<file path="config.mk">
export PLATFORM = sky130hd
export DESIGN_NAME = motion_sensor_conditioner_flat
export DESIGN_NICKNAME = d
export VERILOG_FILES = /design/src/rtl/motion_sensor_conditioner_if.sv /design/src/rtl/motion_sensor_conditioner.sv /design/src/flat_wrapper.sv
export SDC_FILE = /design/constraint.sdc
export NUM_CORES = 1
export LEC_CHECK = 0
export CORE_UTILIZATION = 35
export CTS_BUF_LIST = sky130_fd_sc_hd__clkbuf_8
export CTS_CLUSTER_SIZE = 40
export DETAILED_ROUTE_END_ITERATION = 12
export GPL_TIMING_DRIVEN = 0
export SLEW_MARGIN = 20
export SYNTH_ARGS = -nofsm -noshare
export SYNTH_HDL_FRONTEND = slang
export SYNTH_SLANG_ARGS = --single-unit
</file>
<file path="constraint.sdc">
create_clock -name clk -period 2.2 [get_ports clk]
set_clock_uncertainty 0.2 [all_clocks]
set_input_delay 0.44 -clock clk [delete_from_list [all_inputs] [get_ports clk]]
set_output_delay 0.44 -clock clk [all_outputs]
set_load 0.02 [all_outputs]
</file>
<file path="src/rtl/motion_sensor_conditioner_if.sv">
// Sensor pin and conditioned motion outputs for the light controller front end.
interface motion_sensor_conditioner_if;
   logic sensor_raw;
   logic motion_detect;
   logic motion_pulse;
   logic sensor_fault;

   modport master (
      output sensor_raw,
      input  motion_detect,
      input  motion_pulse,
      input  sensor_fault
   );

   modport slave (
      input  sensor_raw,
      output motion_detect,
      output motion_pulse,
      output sensor_fault
   );
endinterface

</file>
<file path="src/rtl/motion_sensor_conditioner.sv">
// PIR synchroniser + asymmetric debouncer with motion strobe.
// Define MOTION_STUCK_EN to build the stuck-high sensor fault detector.
module motion_sensor_conditioner #(
   parameter int SYNC_STAGES = 2,
   parameter int RISE_CYCLES = 1000,
   parameter int FALL_CYCLES = 10000,
   parameter int CLK_HZ      = 10000000,
   parameter int STUCK_SEC   = 3600
) (
   input  logic                         clk,
   input  logic                         rstn,
   motion_sensor_conditioner_if.slave   bus
);

   localparam int MAXC = (RISE_CYCLES > FALL_CYCLES) ? RISE_CYCLES : FALL_CYCLES;
   localparam int CW   = $clog2(MAXC) + 1;

   typedef enum logic [1:0] {
      S_LOW,
      S_RISE,
      S_HIGH,
      S_FALL
   } state_t;

   logic [SYNC_STAGES-1:0] r_sync;
   logic                   w_sync_in;
   state_t                 r_state;
   state_t                 w_state_nx;
   logic [CW-1:0]          r_cnt;
   logic [CW-1:0]          w_cnt_nx;
   logic                   r_md;
   logic                   r_pulse;
   logic                   w_md_nx;
   logic                   w_fault_nx;

   assign w_sync_in = r_sync[SYNC_STAGES-1];

   always_ff @(posedge clk or negedge rstn) begin
      if (!rstn) begin
         r_sync  <= '0;
         r_state <= S_LOW;
         r_cnt   <= '0;
         r_md    <= 1'b0;
         r_pulse <= 1'b0;
      end else begin
         r_sync  <= {r_sync[SYNC_STAGES-2:0], bus.sensor_raw};
         r_state <= w_state_nx;
         r_cnt   <= w_cnt_nx;
         r_md    <= w_md_nx;
         r_pulse <= w_md_nx & ~r_md;
      end
   end

   // Aborts take priority over qualification on the terminal count.
   always_comb begin
      w_state_nx = r_state;
      w_cnt_nx   = r_cnt;
      unique case (r_state)
         S_LOW: begin
            if (w_sync_in) begin
               w_state_nx = S_RISE;
               w_cnt_nx   = CW'(1);
            end else begin
               w_cnt_nx   = '0;
            end
         end
         S_RISE: begin
            if (!w_sync_in) begin
               w_state_nx = S_LOW;
               w_cnt_nx   = '0;
            end else if (r_cnt == CW'(RISE_CYCLES - 1)) begin
               w_state_nx = S_HIGH;
            end else if (r_cnt != '1) begin
               w_cnt_nx   = r_cnt + CW'(1);
            end
         end
         S_HIGH: begin
            if (!w_sync_in) begin
               w_state_nx = S_FALL;
               w_cnt_nx   = CW'(1);
            end
         end
         S_FALL: begin
            if (w_sync_in) begin
               w_state_nx = S_HIGH;
               w_cnt_nx   = '0;
            end else if (r_cnt == CW'(FALL_CYCLES - 1)) begin
               w_state_nx = S_LOW;
            end else if (r_cnt != '1) begin
               w_cnt_nx   = r_cnt + CW'(1);
            end
         end
         default: begin
            w_state_nx = S_LOW;
            w_cnt_nx   = '0;
         end
      endcase
   end

`ifdef MOTION_STUCK_EN
   localparam int PW = $clog2(CLK_HZ) + 1;
   localparam int SW = $clog2(STUCK_SEC + 1) + 1;

   logic [PW-1:0] r_pre;
   logic [PW-1:0] w_pre_nx;
   logic [SW-1:0] r_sec;
   logic [SW-1:0] w_sec_nx;
   logic          r_fault;
   logic          w_tick;
   logic          w_active;

   assign w_active = (r_state == S_HIGH) || (r_state == S_FALL);

   // Time only accumulates while motion is qualified; fault holds until S_LOW.
   always_comb begin
      w_pre_nx = '0;
      w_sec_nx = '0;
      w_tick   = 1'b0;
      if (w_active) begin
         w_tick   = (r_pre == PW'(CLK_HZ - 1));
         w_pre_nx = w_tick ? '0 : r_pre + PW'(1);
         w_sec_nx = (w_tick && r_sec != SW'(STUCK_SEC)) ? r_sec + SW'(1) : r_sec;
      end
      if (w_state_nx == S_LOW)
         w_fault_nx = 1'b0;
      else
         w_fault_nx = r_fault | (w_sec_nx == SW'(STUCK_SEC));
   end

   always_ff @(posedge clk or negedge rstn) begin
      if (!rstn) begin
         r_pre   <= '0;
         r_sec   <= '0;
         r_fault <= 1'b0;
      end else begin
         r_pre   <= w_pre_nx;
         r_sec   <= w_sec_nx;
         r_fault <= w_fault_nx;
      end
   end

   assign bus.sensor_fault = r_fault;
`else
   assign w_fault_nx       = 1'b0;
   assign bus.sensor_fault = 1'b0;
`endif

   assign w_md_nx = ((w_state_nx == S_HIGH) || (w_state_nx == S_FALL)) && !w_fault_nx;

   assign bus.motion_detect = r_md;
   assign bus.motion_pulse  = r_pulse;

endmodule

</file>
<file path="src/flat_wrapper.sv">
// flat-port wrapper written by rule: the top's interface ports become plain ports
module motion_sensor_conditioner_flat 
#(
   parameter int SYNC_STAGES = 2,
   parameter int RISE_CYCLES = 1000,
   parameter int FALL_CYCLES = 10000,
   parameter int CLK_HZ      = 10000000,
   parameter int STUCK_SEC   = 3600
)
  (clk, rstn, bus_sensor_raw, bus_motion_detect, bus_motion_pulse, bus_sensor_fault);
  motion_sensor_conditioner_if bus_i ();
  input  logic clk;
  input  logic rstn;
  input wire logic [$bits(bus_i.sensor_raw)-1:0] bus_sensor_raw;
  output wire logic [$bits(bus_i.motion_detect)-1:0] bus_motion_detect;
  output wire logic [$bits(bus_i.motion_pulse)-1:0] bus_motion_pulse;
  output wire logic [$bits(bus_i.sensor_fault)-1:0] bus_sensor_fault;
  assign bus_i.sensor_raw = bus_sensor_raw;
  assign bus_motion_detect = bus_i.motion_detect;
  assign bus_motion_pulse = bus_i.motion_pulse;
  assign bus_sensor_fault = bus_i.sensor_fault;
  motion_sensor_conditioner #(.SYNC_STAGES(SYNC_STAGES), .RISE_CYCLES(RISE_CYCLES), .FALL_CYCLES(FALL_CYCLES), .CLK_HZ(CLK_HZ), .STUCK_SEC(STUCK_SEC)) u_core (.clk(clk), .rstn(rstn), .bus(bus_i));
endmodule
</file>
==> After elaboration in Yosys (flattened, before gate mapping) <==
Index checks and enable logic that the tools add are counted.
{ "totals": {"ff_bits": 21, "out_inout_bits": 3} }
{ "classes": {"n_addsub": 1, "n_eq_ne": 11, "mux": 15, "n_bitwise": 2, "reduce_logical": 3} }
{ "ops": {"columns": ["operator", "count"], "rows": [
  ["two-way mux 15 bit", 6],
  ["one-hot mux 15 bit (4 select lines)", 1],
  ["adder 15 x 1 -> 15 bit (second input constant)", 1],
  ["== test 15 x 10 -> 1 bit (second input constant)", 1],
  ["== test 15 x 14 -> 1 bit (second input constant)", 1],
  ["inequality test 15 bit (second input constant)", 1],
  ["two-way mux 2 bit", 6],
  ["== test 2 bit (second input constant)", 4],
  ["one-hot mux 2 bit (4 select lines)", 1],
  ["inequality test 3 x 2 -> 1 bit (second input constant)", 1],
  ["inequality test 3 bit (second input constant)", 1],
  ["AND reduction 3 bit", 1],
  ["== test 2 x 1 -> 1 bit (second input constant)", 1],
  ["zero test 2 bit", 1],
  ["inequality test 2 bit (second input constant)", 1],
  ["bitwise AND 1 bit", 1],
  ["logical OR 1 bit", 1],
  ["two-way mux 1 bit", 1],
  ["NOT 1 bit", 1]
]} }

==> Depth between registers and ports, before layout <==
Gate-level depths: netlist (run 1).
{ "logic_depth": {"depth_word": 7, "ltp_mapped": 6, "ltp_nobuf": 6} }

==> Worst setup path after synthesis (run 1) <==
Ideal clock, no wire load.
{ "synth_path": {"path_type": "register to register", "start": "reg u_core.r_cnt[0]", "end": "reg u_core.r_cnt[12]", "setup_time_ps": 125, "t_arrival_ps": 1695, "path_slack_ps": 180, "path_stages_with_launch": 7, "path_buffers": 0, "period_less_slack_ps": 2020, "path_cell_list": "dfrtp_1 -> ha_1 -> and4bb_2 -> nand4_1 -> nand2_1 -> a211oi_1 -> mux2_2"} }
{ "synth_via": {"elab_chain_len": 5, "word_cells_on_any_way": 13, "classes_between": "add/sub (1); eq/ne (5); mux (6); reduce/logical (1)"} }
{ "synth_lines": {"columns": ["element", "line_no", "source"], "rows": [
  ["start, declared", "motion_sensor_conditioner.sv:29", "logic [CW-1:0] r_cnt;"],
  ["start signal, assigned", "motion_sensor_conditioner.sv:48", "r_cnt <= w_cnt_nx;"],
  ["adder 15 x 1 -> 15 bit / inequality test 15 bit (equally long branches)", null, null],
  ["two-way mux 15 bit", "motion_sensor_conditioner.sv:73, motion_sensor_conditioner.sv:89", null],
  ["two-way mux 15 bit, on equally long branches", "motion_sensor_conditioner.sv:87, motion_sensor_conditioner.sv:71", null],
  ["two-way mux 15 bit, on equally long branches", "motion_sensor_conditioner.sv:84, motion_sensor_conditioner.sv:68", null],
  ["one-hot mux 15 bit (4 select lines)", "motion_sensor_conditioner.sv:58", "unique case (r_state)"]
]} }
Several ways; a longest one is shown, not always the timed one. The select of a mux whose other input is x is not followed.
A chain may end at the register's enable or synchronous reset.

==> Worst setup path in the final report (run 1) <==
{ "layout_path": {"start": "reg u_core.r_cnt[0]", "end": "reg u_core.r_cnt[7]"} }
The elaborated chain is that of the path after synthesis.

==> out/qor.csv, run 1 <==
stage,metric,value,unit
floorplan,dieArea,3921,um2
worst_setup_path,r2r_start,u_core.r_cnt[0],
worst_setup_path,cp_top_family,simple AND/OR/NAND/NOR gates,
detailed_routing,drt_wl_total,3.085,mm
worst_setup_path,cp.required,2.15,ns
worst_setup_path,r2r_cells,8,
detailed_routing,top_layer,met4,
power,leakage,0.0006349,uW
synthesis,avgSynthCellArea,9.058,um2
placed_design,routabilityCongestion,0.8790,
worst_setup_path,worst-path-buf-inv,2,
worst_hold_path,hold_class,register to register,
timing,drv_slew,0,
grt,antenna_found_initial,0,
synthesis,ys_types,40,
detailed_routing,wl_met3,149,um
synthesis,syn_nets,146,
floorplan,start_util,37.66,%
floorplan,chipHeight,62.62,um
layout,area_delta_synth_final,16.83,%
power,pwr_density_cell,461.4,nW/um2
worst_hold_path,holdCritStartpoint,u_core.r_sync[0],
floorplan,io_pins,6,
detailed_routing,wl_met2,1.523,mm
cts,ctsLongestPathBuffers,2,
worst_setup_path,reg2reg_to,u_core.r_cnt[7],
synthesis,synth.cell_area,1286,um2
cts,htree_levels,1,
floorplan,die_x,62.62,um
timing,setup_viol,0,
synthesis,async_flop_share,100.0,%
worst_hold_path,whs_path_depth,0,
placed_design,port_buffers,4,
timing,hold_viol_final,0,
layout,multiInputGateArea,744.5,um2
grt,overflow,0,
detailed_routing,wl_per_cell,15.27,um
layout,drive_gt1_share,19.87,%
floorplan,num_rows,21,
synthesis,muxShareOfSynthArea,5.545,%
cts,cts_sinks,21,
cts,cts_inserted_buffers,3,
worst_setup_path,cpMostUsedCell,buf_4,
cts,cts_root_buf,clkbuf_8,
synthesis,yosys_warnings,0,
detailed_routing,wl_met1,1.393,mm
layout,register_area,525.5,um2
detailed_routing,drt_first_pass_iters,4,
run,drv_cap,0,
floorplan,core_area,3416,um2
cts,cts_tree,yes,
worst_setup_path,critical_path.cell_chain,ha_2 -> nand4_1 -> nor4_4 -> buf_4 -> buf_4 -> nor3_1 -> xnor2_1 -> nor2_1,
synthesis,synth_edf_count,0,
detailed_routing,ant_nets,0,
worst_setup_path,crit_type,register to register,
layout,fin_nets,161,
synthesis,synth_ff_type,dfrtp_1,
detailed_routing,vias_per_cell,5.653,
worst_setup_path,slowest_stage,dfrtp_1,
worst_setup_path,worst-path-max-fanout,7,
cts,clk_pin_slew_worst_paths,0.08,ns
synthesis,ys_ff_latch,21,
layout,antennaDiodeCount,0,
detailed_routing,via_count,1142,
synthesis,yosysSeqAreaShare,40.86,%
worst_setup_path,cp-start-kind,register,
timing,fmax,477.1,MHz
placed_design,dp_hpwl,2.019,mm
synthesis,synth_compound_area_share,12.16,%
cts,clock_latency,0.26,ns
layout,mostFrequentLayoutCells,"21 x dfrtp_1, 16 x nand2_1, 11 x nor2_1",
worst_setup_path,slowest_delay,0.37,ns
grt,grt_max_degree,22,
timing,setup_slack,0.1042,ns
grt,grt_pass1_vias,1086,
placed_design,preCtsSetupSlack,-0.06381,ns
timing,period_share,95.26,%
layout,final_common_cell,dfrtp_1,
synthesis,netlist_instances,142,
layout,nFillCells,357,
worst_setup_path,endpoint_kind,register,
grt,grt_pass1_wl,5.278,mm
worst_hold_path,hold_end,u_core.r_sync[1],
synthesis,synth_top_family_by_area,simple AND/OR/NAND/NOR gates,
outcome,status,completed,
timing,tightest_slew,0.5095,ns
synthesis,synth_xor_area_share,3.405,%
timing,max-slew-margin-rel,66.03,%
worst_setup_path,rrSetupSlack,0.10,ns
detailed_routing,drt_iter0_drc,44,
detailed_routing,drc,0,
synthesis,synthSimpleGateAreaFrac,33.07,%
layout,fin_util,43.99,%
timing,post-route-min-period,2.096,ns
synthesis,synth_fa_ha_area_share,0.9728,%
power,ir_drop,295.8,uV
grt,grt.total_usage,16.80,%
worst_setup_path,crit_arrival,2.05,ns
## stage by stage
stage	hold WS, ns	area, um2	power (uW)	TNS [ns]	instances
after floorplan	-0.05559	1286	427.5	0	142
after global placement	0.1451	1384	444.6	-0.05175	192
after detailed placement	0.1355	1384	446.0	-0.06381	192
after CTS	0.1635	1443	704.1	0	196
after global routing	0.1697	1503	724.9	-0.09335	202
final	0.1604	1503	693.3	0	202
## logic make-up (layout without fill, tap and decap cells)
| group | count (synthesis) | after routing |
|---|---|---|
| buffers and inverters | 10 | 24 |
| xor gates and xnor gates | 5 | 5 |
| other | 1 | 1 |
| and+or+nand+nor | 73 | 73 |
| adders and majority gates | 1 | 1 |
| DFF | 21 | 21 |
| muxes | 7 | 7 |
| AOI/OAI and AO/OA | 24 | 24 |
## routing by layer
metal	global-route usage, %	vias up
li1	-	545
met1	22.59	561
met2	27.72	32
met3	3.285	4
met4	3.779	0
met5	0	-
## synthesized netlist by cell type, drive strengths merged, types with 2 or more instances
master | n | area [um2]
a211oi | 6 | 45.04
a21o | 2 | 16.27
a21oi | 4 | 20.02
a31oi | 2 | 12.51
and2 | 3 | 18.77
and3 | 3 | 18.77
and4bb | 2 | 25.02
buf | 6 | 32.53
dfrtp | 21 | 525.5
inv | 4 | 15.01
mux2i | 6 | 60.06
nand2 | 17 | 63.81
nand2b | 5 | 31.28
nand3 | 4 | 20.02
nand3b | 2 | 15.01
nand4 | 9 | 62.56
nor2 | 12 | 45.04
nor3 | 3 | 15.01
nor4 | 3 | 33.78
o211ai | 2 | 15.01
o21ai | 5 | 25.02
or3 | 3 | 20.02
or4 | 3 | 22.52
xnor2 | 5 | 43.79
## flip-flops by register name (all words and copies together), names as in the netlist
| name | count |
|---|---|
| u_core.r_cnt | 15 |
| u_core.r_state | 2 |
| u_core.r_sync | 2 |
| u_core.bus.motion_detect | 1 |
| u_core.bus.motion_pulse | 1 |
## how the worst max path moves through the flow
stage,from,endpoint,slack [ns],cells after the start
floorplan,u_core.r_cnt[0],u_core.r_cnt[12],0.18,6
global placement,u_core.r_cnt[0],u_core.r_cnt[12],-0.05,6
detailed placement,u_core.r_cnt[0],u_core.r_cnt[12],-0.06,6
CTS,u_core.r_cnt[0],u_core.r_cnt[12],0.009,6
global route,u_core.r_cnt[1],u_core.r_cnt[0],-0.05,7
finish,u_core.r_cnt[0],u_core.r_cnt[7],0.10,8
## final cells by class
| class | count | area share (%) |
|---|---|---|
| multi-input combinational | 111 | 49.54 |
| sequential | 21 | 34.97 |
| timing repair buffer | 10 | 5.495 |
| tap | 46 | 3.830 |
| clock buffer | 3 | 2.748 |
| buffer | 6 | 2.165 |
| inverter | 4 | 0.9992 |
| clock inverter | 1 | 0.2498 |
## power by group
group          switching [uW]  leakage (uW)  internal, uW
logic                    28.3      0.000324          15.7
registers                4.22      0.000284           391
clock network             130     0.0000269           125
total                     162      0.000635           531
## worst reg2reg max path: stages, from the launching register on
cell     delay (ns)
dfrtp_1        0.37
ha_2           0.23
nand4_1        0.26
nor4_4         0.34
buf_4          0.19
buf_4          0.12
nor3_1         0.04
xnor2_1        0.17
nor2_1         0.06
## repair_timing
item                                   4_1_cts  5_1_grt
resized for setup                            3        5
endpoints found under the hold margin        0       21
pin swaps                                    0        4
hold buffers                                 0        1
setup buffers                                0        5
setup endpoints to repair                    1       13
(Power assumes the default switching activity.)
==> run 2, diff against run 1 <==
--- a/config.mk
+++ b/config.mk
@@ -6,7 +6,7 @@
 export NUM_CORES = 1
 export LEC_CHECK = 0
 export CORE_UTILIZATION = 35
-export CTS_BUF_LIST = sky130_fd_sc_hd__clkbuf_8
+export CTS_BUF_LIST = sky130_fd_sc_hd__clkbuf_16
 export CTS_CLUSTER_SIZE = 40
 export DETAILED_ROUTE_END_ITERATION = 12
 export GPL_TIMING_DRIVEN = 0
==> run 2 against run 1 <==
Net effect: register-to-register slack about the same; flip-flop and latch count stayed put; non-clock buffer count unchanged; clock-buffer cell count unchanged; first-iteration DRC count up 39%.
==> out/qor.csv, run 2 (synthesized netlist as in run 1, its figures left out) <==
stage,metric,value,unit
outcome,status,completed,
timing,post-route-min-period,2.100,ns
floorplan,dieArea,3921,um2
cts,htree_levels,1,
worst_setup_path,r2r_cells,8,
detailed_routing,drt_wl_total,3.092,mm
worst_setup_path,crit_arrival,2.04,ns
worst_setup_path,cp_top_family,simple AND/OR/NAND/NOR gates,
grt,grt_max_degree,22,
placed_design,port_buffers,4,
placed_design,placedCellCount,192,
worst_setup_path,critical_path.cell_chain,ha_2 -> nand4_1 -> nor4_4 -> buf_4 -> buf_4 -> nor3_1 -> xnor2_1 -> nor2_1,
power,ir_drop,396.7,uV
worst_hold_path,whs_path_depth,0,
worst_setup_path,worst-path-max-fanout,7,
floorplan,start_util,37.66,%
worst_setup_path,cpMostUsedCell,buf_4,
worst_setup_path,crit_cells,8,
grt,grt_pass1_wl,5.340,mm
timing,drv_slew,0,
grt,antenna_found_initial,0,
detailed_routing,wl_per_cell,15.31,um
floorplan,chipHeight,62.62,um
grt,overflow,0,
timing,max-slew-margin-rel,66.45,%
cts,clock_latency,0.25,ns
timing,fmax,476.1,MHz
worst_setup_path,crit_type,register to register,
cts,cts_inserted_buffers,3,
layout,nFillCells,356,
power,pwr_density_cell,537.4,nW/um2
worst_setup_path,endpoint_kind,register,
layout,mostFrequentLayoutCells,"21 x dfrtp_1, 16 x nand2_1, 11 x nor2_1",
floorplan,die_x,62.62,um
timing,setup_viol,0,
floorplan,num_rows,21,
detailed_routing,via_count,1123,
layout,fin_nets,161,
cts,clk_pin_slew_worst_paths,0.06,ns
placed_design,routabilityCongestion,0.8790,
detailed_routing,drt_first_pass_iters,4,
layout,top_register,u_core.r_cnt,
cts,cts_root_buf,clkbuf_16,
worst_setup_path,worst-path-buf-inv,2,
grt,grt_pass1_vias,1088,
worst_hold_path,hold_class,register to register,
timing,tightest_slew,0.5033,ns
cts,ctsLongestPathBuffers,2,
layout,antennaDiodeCount,0,
placed_design,dp_hpwl,2.019,mm
timing,period_share,95.47,%
placed_design,dpl_cell_area,1384,um2
grt,grt.total_usage,17.19,%
detailed_routing,ant_nets,0,
layout,stdcell_count,202,
layout,top_regs,"u_core.r_cnt (15), u_core.r_state (2), u_core.r_sync (2)",
worst_setup_path,slowest_stage,dfrtp_1,
detailed_routing,vias_per_cell,5.559,
worst_setup_path,cp-start-kind,register,
timing,hold_viol_final,0,
cts,cts_tree,yes,
layout,area_delta_synth_final,19.45,%
power,leakage,0.0006503,uW
layout,final_common_cell,dfrtp_1,
worst_setup_path,slowest_delay,0.36,ns
detailed_routing,drt_iter0_drc,61,
power,finalPower,825.8,uW
cts,cts_sinks,21,
detailed_routing,drc,0,
worst_setup_path,cp.required,2.14,ns
layout,largest_register_ffs,15,
floorplan,core_area,3416,um2
run,drv_cap,0,
floorplan,io_pins,6,
layout,post-route-cell-area,1536,um2
layout,drive_gt1_share,19.87,%
[run 2: path summary, 6_finish.rpt]
path	start	endpoint	slack, ns
max in group asynchronous	rstn	u_core.r_cnt[9]	0.98
min reg2reg	u_core.r_sync[0]	u_core.r_sync[1]	0.15
max	u_core.r_cnt[0]	u_core.r_cnt[7]	0.1
min	u_core.r_sync[0]	u_core.r_sync[1]	0.15
max reg2reg	u_core.r_cnt[0]	u_core.r_cnt[7]	0.1
min in group asynchronous	rstn	u_core.r_cnt[2]	0.48
[run 2: worst register-to-register path: stages (launching register included)]
cell and delay [ns]:
dfrtp_1 0.36, ha_2 0.23, nand4_1 0.26, nor4_4 0.35, buf_4 0.19, buf_4 0.12, nor3_1 0.04, xnor2_1 0.17
nor2_1 0.06
[run 2: layout make-up]
cell class | count | area [um2] | area share (%)
tap | 46 | 57.56 | 3.746
clock inverter | 1 | 3.754 | 0.2443
timing repair buffer | 10 | 82.58 | 5.375
inverter | 4 | 15.01 | 0.9772
multi-input combinational | 111 | 744.5 | 48.45
clock buffer | 3 | 75.07 | 4.886
sequential | 21 | 525.5 | 34.20
buffer | 6 | 32.53 | 2.117
[run 2: timing repair]
action / CTS / global route
gates resized for setup: 3 / 5
pin swaps: 0 / 4
buffers inserted: 0 / 5
hold buffers: 0 / 1
endpoints found under the hold margin: 0 / 21
setup endpoints to repair: 1 / 11
[run 2: power by group]
part           switching (uW)  internal (uW)  total (uW)
combinational            28.4           15.7        44.0
clock                     144            242         386
sequential               4.13            392         396
[run 2: layer usage]
layer | global-route usage, % | routed length, um | up-vias
met3 | 3.832 | 131 | 2
met1 | 22.59 | 1407 | 558
li1 | - | - | 542
met5 | 0 | 0 | -
met4 | 3.779 | 13 | 0
met2 | 28.67 | 1540 | 21
[run 2: stage by stage]
stage	setup slack (ns)	hold slack, ns	setup TNS [ns]	util [%]
2_1_floorplan	0.1805	-0.05559	0	-
3_3_place_gp	-0.05175	0.1451	-0.05175	40.51
3_5_place_dp	-0.06381	0.1355	-0.06381	40.51
4_1_cts	0.01178	0.1588	0	43.22
5_1_grt	-0.04562	0.1639	-0.1003	44.98
6_report	0.09965	0.1525	0	44.98
==> run 3, diff against run 2 <==
--- a/config.mk
+++ b/config.mk
@@ -10,6 +10,7 @@
 export CTS_CLUSTER_SIZE = 40
 export DETAILED_ROUTE_END_ITERATION = 12
 export GPL_TIMING_DRIVEN = 0
+export SETUP_SLACK_MARGIN = 0.2
 export SLEW_MARGIN = 20
 export SYNTH_ARGS = -nofsm -noshare
 export SYNTH_HDL_FRONTEND = slang
==> run 3 against run 2 <==
Net effect: cell count is 5.0% higher; flip-flop and latch count did not move; first-iteration DRC count fell by 18%; clock-buffer cell count stayed put.
==> out/qor.csv, run 3 (synthesized netlist as in run 1, its figures left out) <==
stage,metric,value,unit
worst_setup_path,worst-path-buf-inv,0,
layout,fin_nets,171,
detailed_routing,drt_first_pass_iters,4,
timing,drv_slew,0,
timing,post-route-min-period,2.099,ns
detailed_routing,vias_per_cell,5.684,
placed_design,dp_hpwl,2.089,mm
power,leakage,0.0007040,uW
layout,top_register,u_core.r_cnt,
cts,cts_tree,yes,
cts,cts_sinks,21,
detailed_routing,drt_wl_total,3.330,mm
timing,setup_slack,0.1014,ns
floorplan,chipHeight,62.62,um
worst_setup_path,cp.required,2.14,ns
timing,rsz0062_at_grt,true,
timing,hold_viol_final,0,
detailed_routing,wl_per_cell,15.71,um
cts,cts_root_buf,clkbuf_16,
layout,drive_gt1_share,33.73,%
power,pwr_density_cell,484.6,nW/um2
placed_design,port_buffers,4,
floorplan,dieArea,3921,um2
cts,htree_levels,1,
worst_setup_path,r2r_start,u_core.r_cnt[0],
floorplan,io_pins,6,
layout,largest_register_ffs,15,
worst_setup_path,critical_path.cell_chain,ha_4 -> and4bb_2 -> nand4_1 -> nand2_2 -> a211oi_2 -> mux2_4,
placed_design,placedCellCount,192,
detailed_routing,ant_nets,0,
run,drv_cap,0,
power,clock_power_share,46.4,%
grt,grt_pass1_wl,4.961,mm
floorplan,die_x,62.62,um
layout,area_delta_synth_final,32.69,%
floorplan,core_area,3416,um2
layout,antennaDiodeCount,0,
worst_setup_path,endpoint_kind,register,
floorplan,num_rows,21,
cts,clk_pin_slew_worst_paths,0.06,ns
timing,period_share,95.39,%
outcome,status,completed,
layout,stdcell_count,212,
worst_setup_path,crit_cells,6,
worst_setup_path,cp_top_family,simple AND/OR/NAND/NOR gates,
grt,grt_max_degree,22,
cts,clock_latency,0.25,ns
placed_design,routabilityCongestion,0.8567,
layout,mostFrequentLayoutCells,"16 x nand2_1, 16 x buf_4, 16 x dfrtp_1",
worst_setup_path,worst-path-max-fanout,6,
worst_setup_path,rrSetupSlack,0.10,ns
worst_setup_path,reg2reg_to,u_core.r_cnt[12],
power,combPwrFrac,5.6,%
worst_setup_path,crit_type,register to register,
cts,ctsLongestPathBuffers,2,
worst_setup_path,cp-startpoint,u_core.r_cnt[0],
power,p_switching,176.5,uW
detailed_routing,drt_iter0_drc,50,
power,ir_drop,238.3,uV
power,switching_share,21.34,%
worst_setup_path,cp-start-kind,register,
power,p_int,650.5,uW
power,seqPwrFrac,48.0,%
worst_setup_path,slowest_delay,0.42,ns
grt,overflow,0,
layout,top_regs,"u_core.r_cnt (15), u_core.r_state (2), u_core.r_sync (2)",
grt,antenna_found_initial,0,
worst_setup_path,slowest_stage,dfrtp_1,
cts,cts_inserted_buffers,3,
detailed_routing,via_count,1205,
detailed_routing,drc,0,
floorplan,start_util,37.66,%
worst_setup_path,crit_end,u_core.r_cnt[12],
worst_setup_path,r2r_cells,6,
placed_design,preCtsSetupSlack,-0.04453,ns
timing,setup_viol,0,
timing,fmax,476.5,MHz
grt,grt_pass1_vias,1034,
worst_hold_path,hold_class,register to register,
grt,grt.total_usage,16.33,%
layout,nFillCells,306,
worst_setup_path,crit_arrival,2.04,ns
run 3: cell count changes in the layout (fill, tap and decap cells not counted), moves of 2 or more:
cell	change
buf_4	+10
dfrtp_1	-5
dfrtp_2	+5
a21oi_1	-2
a21oi_2	+2
nor2_1	-2
nor2_4	+2
or4_1	-2
or4_4	+2
run 3: through the flow:
step                instance area (um2)  hold WS (ns)  utilization (%)  total power, uW  TNS [ns]
floorplan                          1291      -0.05559                -            427.5         0
global placement                   1389        0.1317            40.66            444.9  -0.03667
detailed placement                 1389        0.1347            40.66            445.8  -0.04453
CTS                                1521        0.1478            44.54            827.0         0
global route                       1707        0.1566            49.96            854.5         0
finish                             1707        0.1466            49.96            827.0         0
run 3: timing repair:
action | in CTS | in global routing
endpoints found under the setup margin | 14 | 16
hold endpoints to repair | 0 | 21
gates resized for setup | 5 | 24
pin swaps | 7 | 9
hold buffers | 0 | 1
setup buffers | 5 | 10
gates cloned | 0 | 0
run 3: worst min-delay path by stage:
stage	slack, ns	depth (start not counted)	end	from
after floorplan	-0.06	0	u_core.bus.motion_detect	rstn
after global placement	0.13	0	u_core.r_sync[1]	u_core.r_sync[0]
after detailed placement	0.13	0	u_core.r_sync[1]	u_core.r_sync[0]
after CTS	0.15	0	u_core.r_sync[1]	u_core.r_sync[0]
after global routing	0.16	0	u_core.r_sync[1]	u_core.r_sync[0]
final	0.15	0	u_core.r_sync[1]	u_core.r_sync[0]
run 3: routing by layer:
| metal | track usage, % | vias to the layer above | routed length, um |
|---|---|---|---|
| li1 | - | 567 | - |
| met5 | 0 | - | 0 |
| met4 | 8.430 | 0 | 68 |
| met2 | 25.41 | 41 | 1620 |
| met1 | 21.90 | 592 | 1496 |
| met3 | 2.372 | 5 | 145 |
run 3: cell type report:
type	instances	area [um2]	share of cell area, %
clock buffers	3	75.07	4.399
inverters	4	15.01	0.8798
well taps	46	57.56	3.372
plain buffers	6	32.53	1.906
multi-input cells	111	833.3	48.83
flip-flops and latches	21	531.8	31.16
repair buffers	20	157.7	9.238
clock inverters	1	3.754	0.2199
run 3: power by group through the flow:
| stage | combinational (uW) | clock, uW | sequential [uW] |
|---|---|---|---|
| 3_5_place_dp | 43.0 | 0 | 403 |
| 2_1_floorplan | 25.9 | 0 | 402 |
| 4_1_cts | 43.8 | 387 | 396 |
| 5_1_grt | 53.0 | 404 | 398 |
| 6_report | 46.7 | 383 | 397 |
| 3_3_place_gp | 42.1 | 0 | 403 |
